==> src/rtl/radio_channel_xbar.sv <==
// N-channel sample crossbar between radio front-end and datapath cores.
// Selections are staged in shadow registers and committed now or at a VITA time.
module radio_channel_xbar #(
    parameter int unsigned NUM_CHANNELS = 2,
    parameter logic [7:0]  SR_XBAR_BASE = 8'd200,
    parameter int unsigned SEL_W        = 8
) (
    input  logic                            clk,
    input  logic                            reset_n,
    input  logic                            set_stb,
    input  logic [7:0]                      set_addr,
    input  logic [31:0]                     set_data,
    input  logic [63:0]                     vita_time,
    input  logic [NUM_CHANNELS*32-1:0]      rx_in,
    input  logic [NUM_CHANNELS-1:0]         rx_in_stb,
    input  logic [NUM_CHANNELS*32-1:0]      tx_in,
    input  logic [NUM_CHANNELS-1:0]         tx_in_stb,
    output logic [NUM_CHANNELS*32-1:0]      rx_out,
    output logic [NUM_CHANNELS-1:0]         rx_out_stb,
    output logic [NUM_CHANNELS*32-1:0]      tx_out,
    output logic [NUM_CHANNELS*SEL_W-1:0]   active_rx_sel,
    output logic [NUM_CHANNELS*SEL_W-1:0]   active_tx_sel,
    output logic                            armed,
    output logic                            late,
    output logic                            sel_err
);
    localparam int unsigned      N         = NUM_CHANNELS;
    localparam logic [SEL_W-1:0] L_N       = SEL_W'(N);
    localparam logic [SEL_W-1:0] L_RX_ZERO = SEL_W'(2 * N);

    typedef enum logic {StIdle, StArmed} state_t;

    state_t             r_state;
    logic [SEL_W-1:0]   r_shadow_rx  [N];
    logic [SEL_W-1:0]   r_shadow_tx  [N];
    logic [SEL_W-1:0]   r_pending_rx [N];
    logic [SEL_W-1:0]   r_pending_tx [N];
    logic [SEL_W-1:0]   r_active_rx  [N];
    logic [SEL_W-1:0]   r_active_tx  [N];
    logic [63:0]        r_cmd_time;
    logic               r_late;
    logic               r_sel_err;
    logic [N*32-1:0]    r_rx_out;
    logic [N-1:0]       r_rx_out_stb;
    logic [N*32-1:0]    r_tx_out;

    logic               w_wr_rx, w_wr_tx, w_wr_thi, w_wr_tlo, w_wr_ctrl;
    logic [SEL_W-1:0]   w_idx, w_code;
    logic               w_rx_ok, w_tx_ok;
    logic               w_commit_now, w_commit_timed, w_clear, w_late_now, w_fire;
    logic [31:0]        w_rx_mux [N];
    logic [31:0]        w_tx_mux [N];
    logic [N-1:0]       w_rx_mux_stb;

    assign w_wr_rx   = set_stb && (set_addr == SR_XBAR_BASE);
    assign w_wr_tx   = set_stb && (set_addr == SR_XBAR_BASE + 8'd1);
    assign w_wr_thi  = set_stb && (set_addr == SR_XBAR_BASE + 8'd2);
    assign w_wr_tlo  = set_stb && (set_addr == SR_XBAR_BASE + 8'd3);
    assign w_wr_ctrl = set_stb && (set_addr == SR_XBAR_BASE + 8'd4);

    assign w_idx   = set_data[SEL_W-1:0];
    assign w_code  = set_data[8 +: SEL_W];
    assign w_rx_ok = (w_idx < L_N) && (w_code <= L_RX_ZERO);
    assign w_tx_ok = (w_idx < L_N) && (w_code <= L_N);

    assign w_commit_now   = w_wr_ctrl && set_data[0] && !set_data[1];
    assign w_commit_timed = w_wr_ctrl && set_data[0] && set_data[1];
    assign w_clear        = w_wr_ctrl && set_data[2];
    assign w_late_now     = w_commit_timed && (vita_time > r_cmd_time);
    assign w_fire         = (r_state == StArmed) && rx_in_stb[0] && (vita_time >= r_cmd_time);

    always_ff @(posedge clk or negedge reset_n) begin
        if (!reset_n) begin
            r_state    <= StIdle;
            r_cmd_time <= '0;
            r_late     <= 1'b0;
            r_sel_err  <= 1'b0;
            for (int k = 0; k < N; k++) begin
                r_shadow_rx[k]  <= SEL_W'(k);
                r_shadow_tx[k]  <= SEL_W'(k);
                r_pending_rx[k] <= SEL_W'(k);
                r_pending_tx[k] <= SEL_W'(k);
                r_active_rx[k]  <= SEL_W'(k);
                r_active_tx[k]  <= SEL_W'(k);
            end
        end else begin
            for (int k = 0; k < N; k++) begin
                if (w_wr_rx && w_rx_ok && (w_idx == SEL_W'(k))) r_shadow_rx[k] <= w_code;
                if (w_wr_tx && w_tx_ok && (w_idx == SEL_W'(k))) r_shadow_tx[k] <= w_code;
            end
            if (w_wr_thi) r_cmd_time[63:32] <= set_data;
            if (w_wr_tlo) r_cmd_time[31:0]  <= set_data;

            // A control write outranks a pending timed fire in the same cycle.
            if (w_commit_now || w_late_now) begin
                r_active_rx <= r_shadow_rx;
                r_active_tx <= r_shadow_tx;
                r_state     <= StIdle;
            end else if (w_commit_timed) begin
                r_pending_rx <= r_shadow_rx;
                r_pending_tx <= r_shadow_tx;
                r_state      <= StArmed;
            end else if (w_fire) begin
                r_active_rx <= r_pending_rx;
                r_active_tx <= r_pending_tx;
                r_state     <= StIdle;
            end

            // Clear first so a coincident set wins.
            if (w_clear) begin
                r_late    <= 1'b0;
                r_sel_err <= 1'b0;
            end
            if (w_late_now) r_late <= 1'b1;
            if ((w_wr_rx && !w_rx_ok) || (w_wr_tx && !w_tx_ok)) r_sel_err <= 1'b1;
        end
    end

    always_comb begin
        for (int k = 0; k < N; k++) begin
            w_rx_mux[k]     = '0;
            w_rx_mux_stb[k] = rx_in_stb[k];
            w_tx_mux[k]     = '0;
            for (int c = 0; c < N; c++) begin
                if (r_active_rx[k] == SEL_W'(c)) begin
                    w_rx_mux[k]     = rx_in[c*32 +: 32];
                    w_rx_mux_stb[k] = rx_in_stb[c];
                end
                if (r_active_rx[k] == SEL_W'(c + N)) begin
                    w_rx_mux[k]     = tx_in[c*32 +: 32];
                    w_rx_mux_stb[k] = tx_in_stb[c];
                end
                if (r_active_tx[k] == SEL_W'(c)) w_tx_mux[k] = tx_in[c*32 +: 32];
            end
            active_rx_sel[k*SEL_W +: SEL_W] = r_active_rx[k];
            active_tx_sel[k*SEL_W +: SEL_W] = r_active_tx[k];
        end
    end

    always_ff @(posedge clk or negedge reset_n) begin
        if (!reset_n) begin
            r_rx_out     <= '0;
            r_rx_out_stb <= '0;
            r_tx_out     <= '0;
        end else begin
            r_rx_out_stb <= w_rx_mux_stb;
            for (int k = 0; k < N; k++) begin
                r_rx_out[k*32 +: 32] <= w_rx_mux[k];
                r_tx_out[k*32 +: 32] <= w_tx_mux[k];
            end
        end
    end

    assign rx_out     = r_rx_out;
    assign rx_out_stb = r_rx_out_stb;
    assign tx_out     = r_tx_out;
    assign armed      = (r_state == StArmed);
    assign late       = r_late;
    assign sel_err    = r_sel_err;
endmodule

==> config.mk <==
export PLATFORM = sky130hd
export DESIGN_NAME = radio_channel_xbar
export DESIGN_NICKNAME = d
export VERILOG_FILES = /design/src/rtl/radio_channel_xbar.sv
export SDC_FILE = /design/constraint.sdc
export NUM_CORES = 1
export LEC_CHECK = 0
export CAP_MARGIN = 20
export CORE_MARGIN = 3
export CORE_UTILIZATION = 49
export CTS_BUF_LIST = sky130_fd_sc_hd__clkbuf_8 sky130_fd_sc_hd__clkbuf_16
export DETAILED_ROUTE_END_ITERATION = 12
export PLACE_DENSITY_LB_ADDON = 0.12
export SETUP_SLACK_MARGIN = 0.05
export SYNTH_ARGS = -nofsm -noshare
export SYNTH_HDL_FRONTEND = slang
export SYNTH_SLANG_ARGS = --single-unit
export TNS_END_PERCENT = 20
==> constraint.sdc <==
create_clock -name clk -period 3.1 [get_ports clk]
set_clock_uncertainty 0.05 [all_clocks]
set_input_delay 0.62 -clock clk [delete_from_list [all_inputs] [get_ports clk]]
set_output_delay 0.62 -clock clk [all_outputs]
set_load 0.01 [all_outputs]
==> Implementation_results.wiki, run 1 <==
{| class="wikitable"
! Metric !! Value
|-
| Routed via count || approximately 11000
|-
| Placer's final routability congestion estimate || 0.8509
|-
| Total die area || 31440 µm²
|-
| Post-synthesis net count || 1450
|-
| Standard cell core area || 28780 µm²
|-
| Count of input and output buffers || 403
|-
| Fraction of layout cells with a size suffix above 1 || 0.2097
|-
| Static Leak || roughly 9.6 nW
|-
| Cell type with the highest aggregate area in the netlist || sky130_fd_sc_hd__dfrtp_1
|-
| First-iteration detailed-routing DRC count || ~760
|-
| Required time worst endpoint || 3.45 ns
|-
| Number of setup violations in the final report || 2
|-
| # H-tree levels || 2
|-
| Power density over the cells || 437.5 nW/µm²
|-
| Pre-CTS WS || -0.6587 ns
|-
| Buffer type at the clock tree root || sky130_fd_sc_hd__clkbuf_16
|-
| Maximum count of clock buffers along a single path || 3
|-
| Synth top cells by count || sky130_fd_sc_hd__dfrtp_1, sky130_fd_sc_hd__nor2_1, sky130_fd_sc_hd__mux2_2
|-
| Overflow after GRT || 0
|-
| Die span in y || ~180 µm
|-
| Utilization after layout || 0.7378
|-
| Mean instance size in the synthesized netlist || 12.54 µm²
|-
| Cell internal pwr || 7.112 mW
|-
| Yosys top cell area share || 0.4995
|-
| Number of warnings printed during yosys synthesis || 0
|-
| Violated checks || setup timing
|-
| Number of DRC violations after detailed routing || 0
|-
| Count of distinct cell types in the synthesized netlist || 49
|-
| Part of the total power dissipated in combinational logic || 0.131
|-
| Worst relative slew slack || 0.5206
|-
| PnR worst setup slack || -0.002603 ns
|-
| Number of nets in the layout || 1903
|-
| Crit Path Max Fanout || 8
|-
| Power dissipated by switching net loads || between 2 and 2.5 mW
|-
| Leading cell type by number of instances after synthesis || sky130_fd_sc_hd__dfrtp_1
|-
| Data arrival time of the critical path || ~3.5 ns
|-
| Antenna violations before repair || 4
|-
| Clk pwr share || 0.437
|-
| Share of the yosys chip area belonging to registers || 0.5104
|-
| Post-DP HPWL || between 30 and 40 mm
|-
| Worst Max-Slew Pin Slew || 0.7191 ns
|-
| Post-Syn Area || 14380 µm²
|-
| Drt wl/cell || about 22 µm
|-
| Area growth syn-to-layout || 47.68%
|-
| Unrepaired setup endpoints after global routing || yes
|-
| Fill cell total of the finished layout || 1922
|-
| Number of cell rows || 62
|-
| Period Utilization, post-route || 1.001
|-
| Global-route layer with the greatest usage || met2
|-
| MaxCap Viol Count || 0
|-
| Worst IR Drop VDD || around 0.4 mV
|-
| Share of total power in sequential cells || 0.432
|-
| CTS Buf Count || 34
|-
| Io pins || roughly 400
|-
| Clock sink count || 293
|-
| Overall routed net length || 45.18 mm
|-
| Synth top area cells || sky130_fd_sc_hd__dfrtp_1, sky130_fd_sc_hd__mux4_2, sky130_fd_sc_hd__mux2_2, sky130_fd_sc_hd__ha_1, sky130_fd_sc_hd__mux2_1
|-
| Outcome || finished with violations
|-
| GR Util met2 || 0.4609
|-
| Final slew viol count || 0
|-
| Vias per cell || 5.523
|-
| Met1 capacity usage during global routing || 0.3410
|-
| Sw frac || 0.2345
|-
| Number of search-and-repair iterations in the first detailed-routing pass || 5
|-
| Share of async-settable or async-resettable flops after synthesis || 1.000
|-
| GRT Util Overall || 0.2742
|-
| Post-synthesis instance total || approximately 1100
|-
| Starting utilization of the core area || 0.4996
|-
| Worst setup path category || input port to register
|-
| Kind of path behind the tightest hold check || input port to asynchronous set/reset pin
|-
| Number of register bits inferred by synthesis || 293
|-
| Critical path endpoint category || register
|-
| Via count of the first global-routing pass || 11588
|-
| Minimum clock period after layout || 3.103 ns
|-
| Maximum operating frequency || ~0.32 GHz
|-
| Final Hold Fails || 0
|-
| Hold WS || 0.04932 ns
|-
| EDFF count, synth || 0
|-
| Clock-pin slew reported for the worst setup and hold paths after clock tree synthesis || approximately 0.060 ns
|-
| CTS Hold Bufs || 0
|-
| Largest net degree at the start of global routing || 81
|-
| First-pass GRT wire length || 66.31 mm
|-
| Antenna viol nets, final || 0
|-
| Later-pin clock latency in the skew report || 0.51 ns
|-
| CTS tree || done
|-
| Main synth FF type || sky130_fd_sc_hd__dfrtp_1
|-
| Met3 global-route usage || 0.06718
|-
| Die span in x || about 180 µm
|-
| Worst Setup Start Kind || input port
|}
final cells by class:
type	count	area [µm²]	area share
Clock inverter	20	190.2	0.008956
Sequential cell	293	7345	0.3459
Tap cell	384	480.5	0.02263
Clock buffer	42	960.9	0.04525
Inverter	68	255.2	0.01202
Antenna cell	4	10.01	0.0004714
Multi-Input combinational cell	724	7013	0.3303
Timing Repair Buffer	479	4980	0.2345
metal layers:
layer | wire [µm] | part of all wire
met2 | 22030 | 0.49
met5 | 14 | 0.00031
met3 | 3520 | 0.078
met1 | 17510 | 0.39
met4 | 2099 | 0.046
registers in the layout (all words and copies together), names as in the netlist, 2 cells and up:
register       cells
active_rx_sel     16
active_tx_sel     16
r_cmd_time        64
r_pending_rx      16
r_pending_tx      16
r_shadow_rx       16
r_shadow_tx       16
rx_out            64
rx_out_stb         2
tx_out            64
per-stage QoR:
stage | setup TNS, ns | total power, mW | area, µm² | std cells
4_1_cts | 0 | 9.306 | 20430 | 1991
3_3_place_gp | -32.32 | 5.199 | 19180 | 1925
3_5_place_dp | -36.54 | 5.230 | 19180 | 1925
5_1_grt | -5.729 | 9.656 | 21230 | 2011
2_1_floorplan | 0 | 4.457 | 14380 | 1147
6_report | -0.003274 | 9.291 | 21230 | 2014
cell usage in the layout (no fill, tap or decap), types with 4 or more instances in the layout:
| cell type | Yosys | routed |
|---|---|---|
| sky130_fd_sc_hd__diode_2 | 0 | 4 |
| sky130_fd_sc_hd__o21ai_0 | 46 | 44 |
| sky130_fd_sc_hd__inv_2 | 0 | 4 |
| sky130_fd_sc_hd__nor3_1 | 8 | 4 |
| sky130_fd_sc_hd__nor2b_1 | 13 | 13 |
| sky130_fd_sc_hd__clkbuf_8 | 0 | 8 |
| sky130_fd_sc_hd__buf_12 | 0 | 13 |
| sky130_fd_sc_hd__mux4_2 | 64 | 64 |
| sky130_fd_sc_hd__buf_4 | 6 | 54 |
| sky130_fd_sc_hd__clkbuf_16 | 0 | 40 |
| sky130_fd_sc_hd__mux2_2 | 73 | 51 |
| sky130_fd_sc_hd__dfstp_2 | 6 | 6 |
| sky130_fd_sc_hd__mux2_1 | 64 | 55 |
| sky130_fd_sc_hd__nor2_1 | 84 | 80 |
| sky130_fd_sc_hd__ha_4 | 0 | 17 |
| sky130_fd_sc_hd__clkinv_2 | 0 | 4 |
| sky130_fd_sc_hd__nor3_2 | 0 | 4 |
| sky130_fd_sc_hd__clkdlybuf4s50_1 | 0 | 372 |
| sky130_fd_sc_hd__a21oi_1 | 29 | 25 |
| sky130_fd_sc_hd__and3_1 | 66 | 66 |
| sky130_fd_sc_hd__and2_1 | 11 | 11 |
| sky130_fd_sc_hd__mux2_4 | 0 | 31 |
| sky130_fd_sc_hd__ha_1 | 64 | 47 |
| sky130_fd_sc_hd__nand4_1 | 14 | 14 |
| sky130_fd_sc_hd__nand3_1 | 8 | 7 |
| sky130_fd_sc_hd__nor4_1 | 10 | 6 |
| sky130_fd_sc_hd__mux2i_1 | 65 | 65 |
| sky130_fd_sc_hd__dfrtp_1 | 287 | 283 |
| sky130_fd_sc_hd__dlymetal6s2s_1 | 0 | 30 |
| sky130_fd_sc_hd__dfrtp_2 | 0 | 4 |
| sky130_fd_sc_hd__inv_1 | 68 | 72 |
| sky130_fd_sc_hd__a21oi_2 | 1 | 4 |
| sky130_fd_sc_hd__nand2_1 | 69 | 68 |
logic make-up (layout without fill, tap and decap cells):
logic type / Yosys count / after routing / share of synthesized area
simple gates: 296 / 296 / 0.1033
mux: 266 / 266 / 0.2528
flops: 293 / 293 / 0.5104
buf+inv: 130 / 609 / 0.03724
compound gates: 98 / 98 / 0.04055
other cells: 0 / 4 / 0
fa+ha+maj: 64 / 64 / 0.05569
critical path: stages:
cell	delay [ns]
sky130_fd_sc_hd__clkdlybuf4s50_1	0.40
sky130_fd_sc_hd__ha_1	0.19
sky130_fd_sc_hd__a211oi_1	0.31
sky130_fd_sc_hd__nor2_1	0.11
sky130_fd_sc_hd__o21ai_0	0.37
sky130_fd_sc_hd__a31oi_4	0.15
sky130_fd_sc_hd__nor3_4	0.23
sky130_fd_sc_hd__a31oi_4	0.13
sky130_fd_sc_hd__buf_12	0.17
sky130_fd_sc_hd__clkbuf_16	0.17
sky130_fd_sc_hd__mux2_1	0.33
sky130_fd_sc_hd__mux2_4	0.27
final timing paths:
path / cells after the start / slack (ns) / end / from
worst max-delay path: 12 / -0.003 / active_tx_sel[13] / vita_time[20]
worst min-delay path: 1 / 0.05 / rx_out[22] / reset_n
worst max register to register: 12 / 0.02 / active_tx_sel[13] / r_cmd_time[21]
worst min register to register: 1 / 0.43 / r_pending_rx[1] / r_pending_rx[1]
max in group asynchronous: 2 / 2.13 / tx_out[15] / reset_n
min in group clk: 1 / 0.43 / r_pending_rx[1] / r_pending_rx[1]
power by group through the flow:
stage	registers (mW)	clock network (mW)	logic [mW]
2_1_floorplan	4.12	0	0.335
3_3_place_gp	4.08	0	1.12
3_5_place_dp	4.08	0	1.15
4_1_cts	4.01	4.13	1.16
5_1_grt	4.02	4.31	1.33
6_report	4.01	4.06	1.22
repair_timing:
| item | 4_1_cts | 5_1_grt |
|---|---|---|
| gates resized for setup | 6 | 109 |
| setup endpoints to repair | 55 | 64 |
| gates cloned | 1 | 8 |
| pin swaps | 3 | 56 |
| setup buffers | 3 | 12 |
Note: power is estimated with default switching activity, not from simulation.
==> run 2: changes to the inputs <==
CORE_ASPECT_RATIO = 1.5   (was default)
==> run 2 against run 1 <==
  * The run still ends with setup timing left
  * Sequential share of layout area grew 0.27 points
  * Register-to-register slack got worse by 0.04 ns
  * Non-clock buffer count is the same
  * Sequential power about the same
  * Maximum frequency shrank 0.69%
  * Clock-buffer cell count decreased by 4
  * Combinational power is essentially flat
  * First-iteration DRC count decreased by 30%
  * Die area rose by 0.13%
==> Implementation_results.wiki, run 2 (synthesis gave the netlist of run 1 again) <==
{| class="wikitable"
! Metric !! Value
|-
| Placed instance count || approximately 1900
|-
| Number of DRC violations after detailed routing || 0
|-
| CP max stage delay || 0.35 ns
|-
| Outcome || finished with violations
|-
| Placement Cell Area || 19190 µm²
|-
| Clock-pin slew reported for the worst setup and hold paths after clock tree synthesis || 0.07 ns
|-
| Antenna viol nets, final || 0
|-
| Worst r2r path cells || 13
|-
| MaxCap Viol Count || 0
|-
| Number of setup violations in the final report || 3
|-
| Period Utilization, post-route || 1.008
|-
| Number of search-and-repair iterations in the first detailed-routing pass || 5
|-
| Fin area || 21070 µm²
|-
| Violated checks || setup timing
|-
| CTS Buf Count || 28
|-
| Count of input and output buffers || 403
|-
| Number of nets in the layout || 1897
|-
| Die span in x || 145.9 µm
|-
| Worst Setup Start Kind || register
|-
| Slowest stage cell on the critical path || sky130_fd_sc_hd__dfrtp_1
|-
| Routed via count || approximately 11000
|-
| Required time worst endpoint || 3.47 ns
|-
| Commonest cells after routing, fill and taps aside || sky130_fd_sc_hd__clkdlybuf4s50_1, sky130_fd_sc_hd__dfrtp_1, sky130_fd_sc_hd__nor2_1, sky130_fd_sc_hd__nand2_1, sky130_fd_sc_hd__and3_1
|-
| First-iteration detailed-routing DRC count || approximately 530
|-
| # H-tree levels || 1
|-
| Power density over the cells || about 430 nW/µm²
|-
| Starting utilization of the core area || 0.4990
|-
| Number of cell rows || 76
|-
| Global-route layer with the greatest usage || met2
|-
| Post-DP HPWL || 32.45 mm
|-
| Total die area || 31480 µm²
|-
| Critical path endpoint category || register
|-
| Final Hold Fails || 0
|-
| Static Leak || approximately 9.4 nW
|-
| Vias per cell || around 5.5
|-
| Post-route non-filler standard cell count || 2009
|-
| Unrepaired setup endpoints after global routing || yes
|-
| Drt wl/cell || 22.80 µm
|-
| Buffer type at the clock tree root || sky130_fd_sc_hd__clkbuf_16
|-
| Worst relative slew slack || 0.3692
|-
| GR Util met2 || 0.5052
|-
| Pre-CTS WS || -0.7017 ns
|-
| Kind of path behind the tightest hold check || register to register
|-
| GRT Util Overall || 0.2782
|-
| Worst-path cell chain || inv_2 > ha_4 > nand4_1 > nor4_4 > buf_4 > nand4_1 > a21o_1 > a31oi_4 > buf_12 > buf_16 > buf_8 > mux2_4 > mux2_4
|-
| Worst IR Drop VDD || 0.4069 mV
|-
| Hold Crit Depth || 1
|-
| Minimum clock period after layout || 3.124 ns
|-
| Met1 capacity usage during global routing || 0.3043
|-
| PnR worst setup slack || -0.02405 ns
|-
| Placer's final routability congestion estimate || 0.9148
|-
| Later-pin clock latency in the skew report || 0.55 ns
|-
| Io pins || 404
|-
| Data arrival time of the critical path || between 3 and 4 ns
|-
| Standard cell core area || 28810 µm²
|-
| Met3 global-route usage || 0.07876
|-
| Maximum count of clock buffers along a single path || 3
|-
| Via count of the first global-routing pass || 11665
|-
| Overflow after GRT || 0
|-
| Largest net degree at the start of global routing || 92
|-
| Worst setup path category || register to register
|-
| First-pass GRT wire length || between 60 and 70 mm
|-
| Die span in y || 215.8 µm
|-
| Crit Path Max Fanout || 7
|-
| Commonest non-fill, non-tap cell in the layout || sky130_fd_sc_hd__clkdlybuf4s50_1
|-
| Final slew viol count || 0
|-
| Clock sink count || 293
|-
| Area growth syn-to-layout || 46.54%
|-
| Worst Max-Slew Pin Slew || 0.9384 ns
|-
| CTS tree || done
|-
| Fill cell total of the finished layout || slightly below 2000
|-
| Overall routed net length || 45.81 mm
|-
| Maximum operating frequency || between 0.3 and 0.4 GHz
|-
| Fraction of layout cells with a size suffix above 1 || 0.2184
|-
| Antenna violations before repair || 3
|}
-- run 2: per-stage QoR --
stage / power, mW / setup TNS, ns / hold slack [ns] / util
6_report: 9.056 / -0.06172 / 0.4332 / 0.7313
3_3_place_gp: 5.216 / -34.27 / 0.4081 / 0.6661
2_1_floorplan: 4.457 / 0 / 0.2744 / -
4_1_cts: 9.043 / -0.05722 / 0.4394 / 0.7087
5_1_grt: 9.360 / -2.775 / 0.4506 / 0.7312
3_5_place_dp: 5.243 / -37.59 / 0.4227 / 0.6661
-- run 2: metal layers --
metal  part of all wire  wire length (µm)
met5            0.00022                10
met4              0.044              2025
met3              0.087              3963
met2               0.53             24100
met1               0.34             15710
-- run 2: what timing repair did --
action,CTS,global route
hold endpoints to repair,52,0
setup buffers,3,12
pin swaps,10,26
hold buffers,1,0
gates resized for setup,20,110
gates cloned,2,2
setup endpoints to repair,37,64
-- run 2: layout make-up --
| class | instances | area (µm²) | area share |
|---|---|---|---|
| Multi-Input combinational cell | 724 | 7038 | 0.3340 |
| Timing Repair Buffer | 479 | 4896 | 0.2324 |
| Sequential cell | 293 | 7345 | 0.3486 |
| Inverter | 68 | 255.2 | 0.01211 |
| Clock inverter | 14 | 191.4 | 0.009086 |
| Clock buffer | 38 | 849.6 | 0.04032 |
| Tap cell | 390 | 488.0 | 0.02316 |
| Antenna cell | 3 | 7.507 | 0.0003563 |
-- run 2: worst max-delay path: cells and delay by family, from the launching register on --
family          cells  cell delay (ns)
compound gates      2             0.43
fa+ha+maj           1             0.27
buf+inv             5             0.65
flops               1             0.35
mux                 2             0.55
simple gates        3             0.69
-- run 2: worst paths after layout --
check | end | from | slack, ns
worst max-delay path | active_tx_sel[12] | r_cmd_time[57] | -0.02
worst max register to register | active_tx_sel[12] | r_cmd_time[57] | -0.02
min in group asynchronous | tx_out[46] | reset_n | 0.53
worst min register to register | r_pending_rx[13] | r_pending_rx[13] | 0.43
worst min-delay path | r_pending_rx[13] | r_pending_rx[13] | 0.43
max in group asynchronous | r_cmd_time[43] | reset_n | 1.62
-- run 2: where the power goes --
part	switching (mW)	leakage, nW	internal, mW
Sequential	0.0508	3.61	3.96
Clock	1.47	0.532	2.32
Combinational	0.547	5.26	0.702
Total	2.07	9.40	6.99
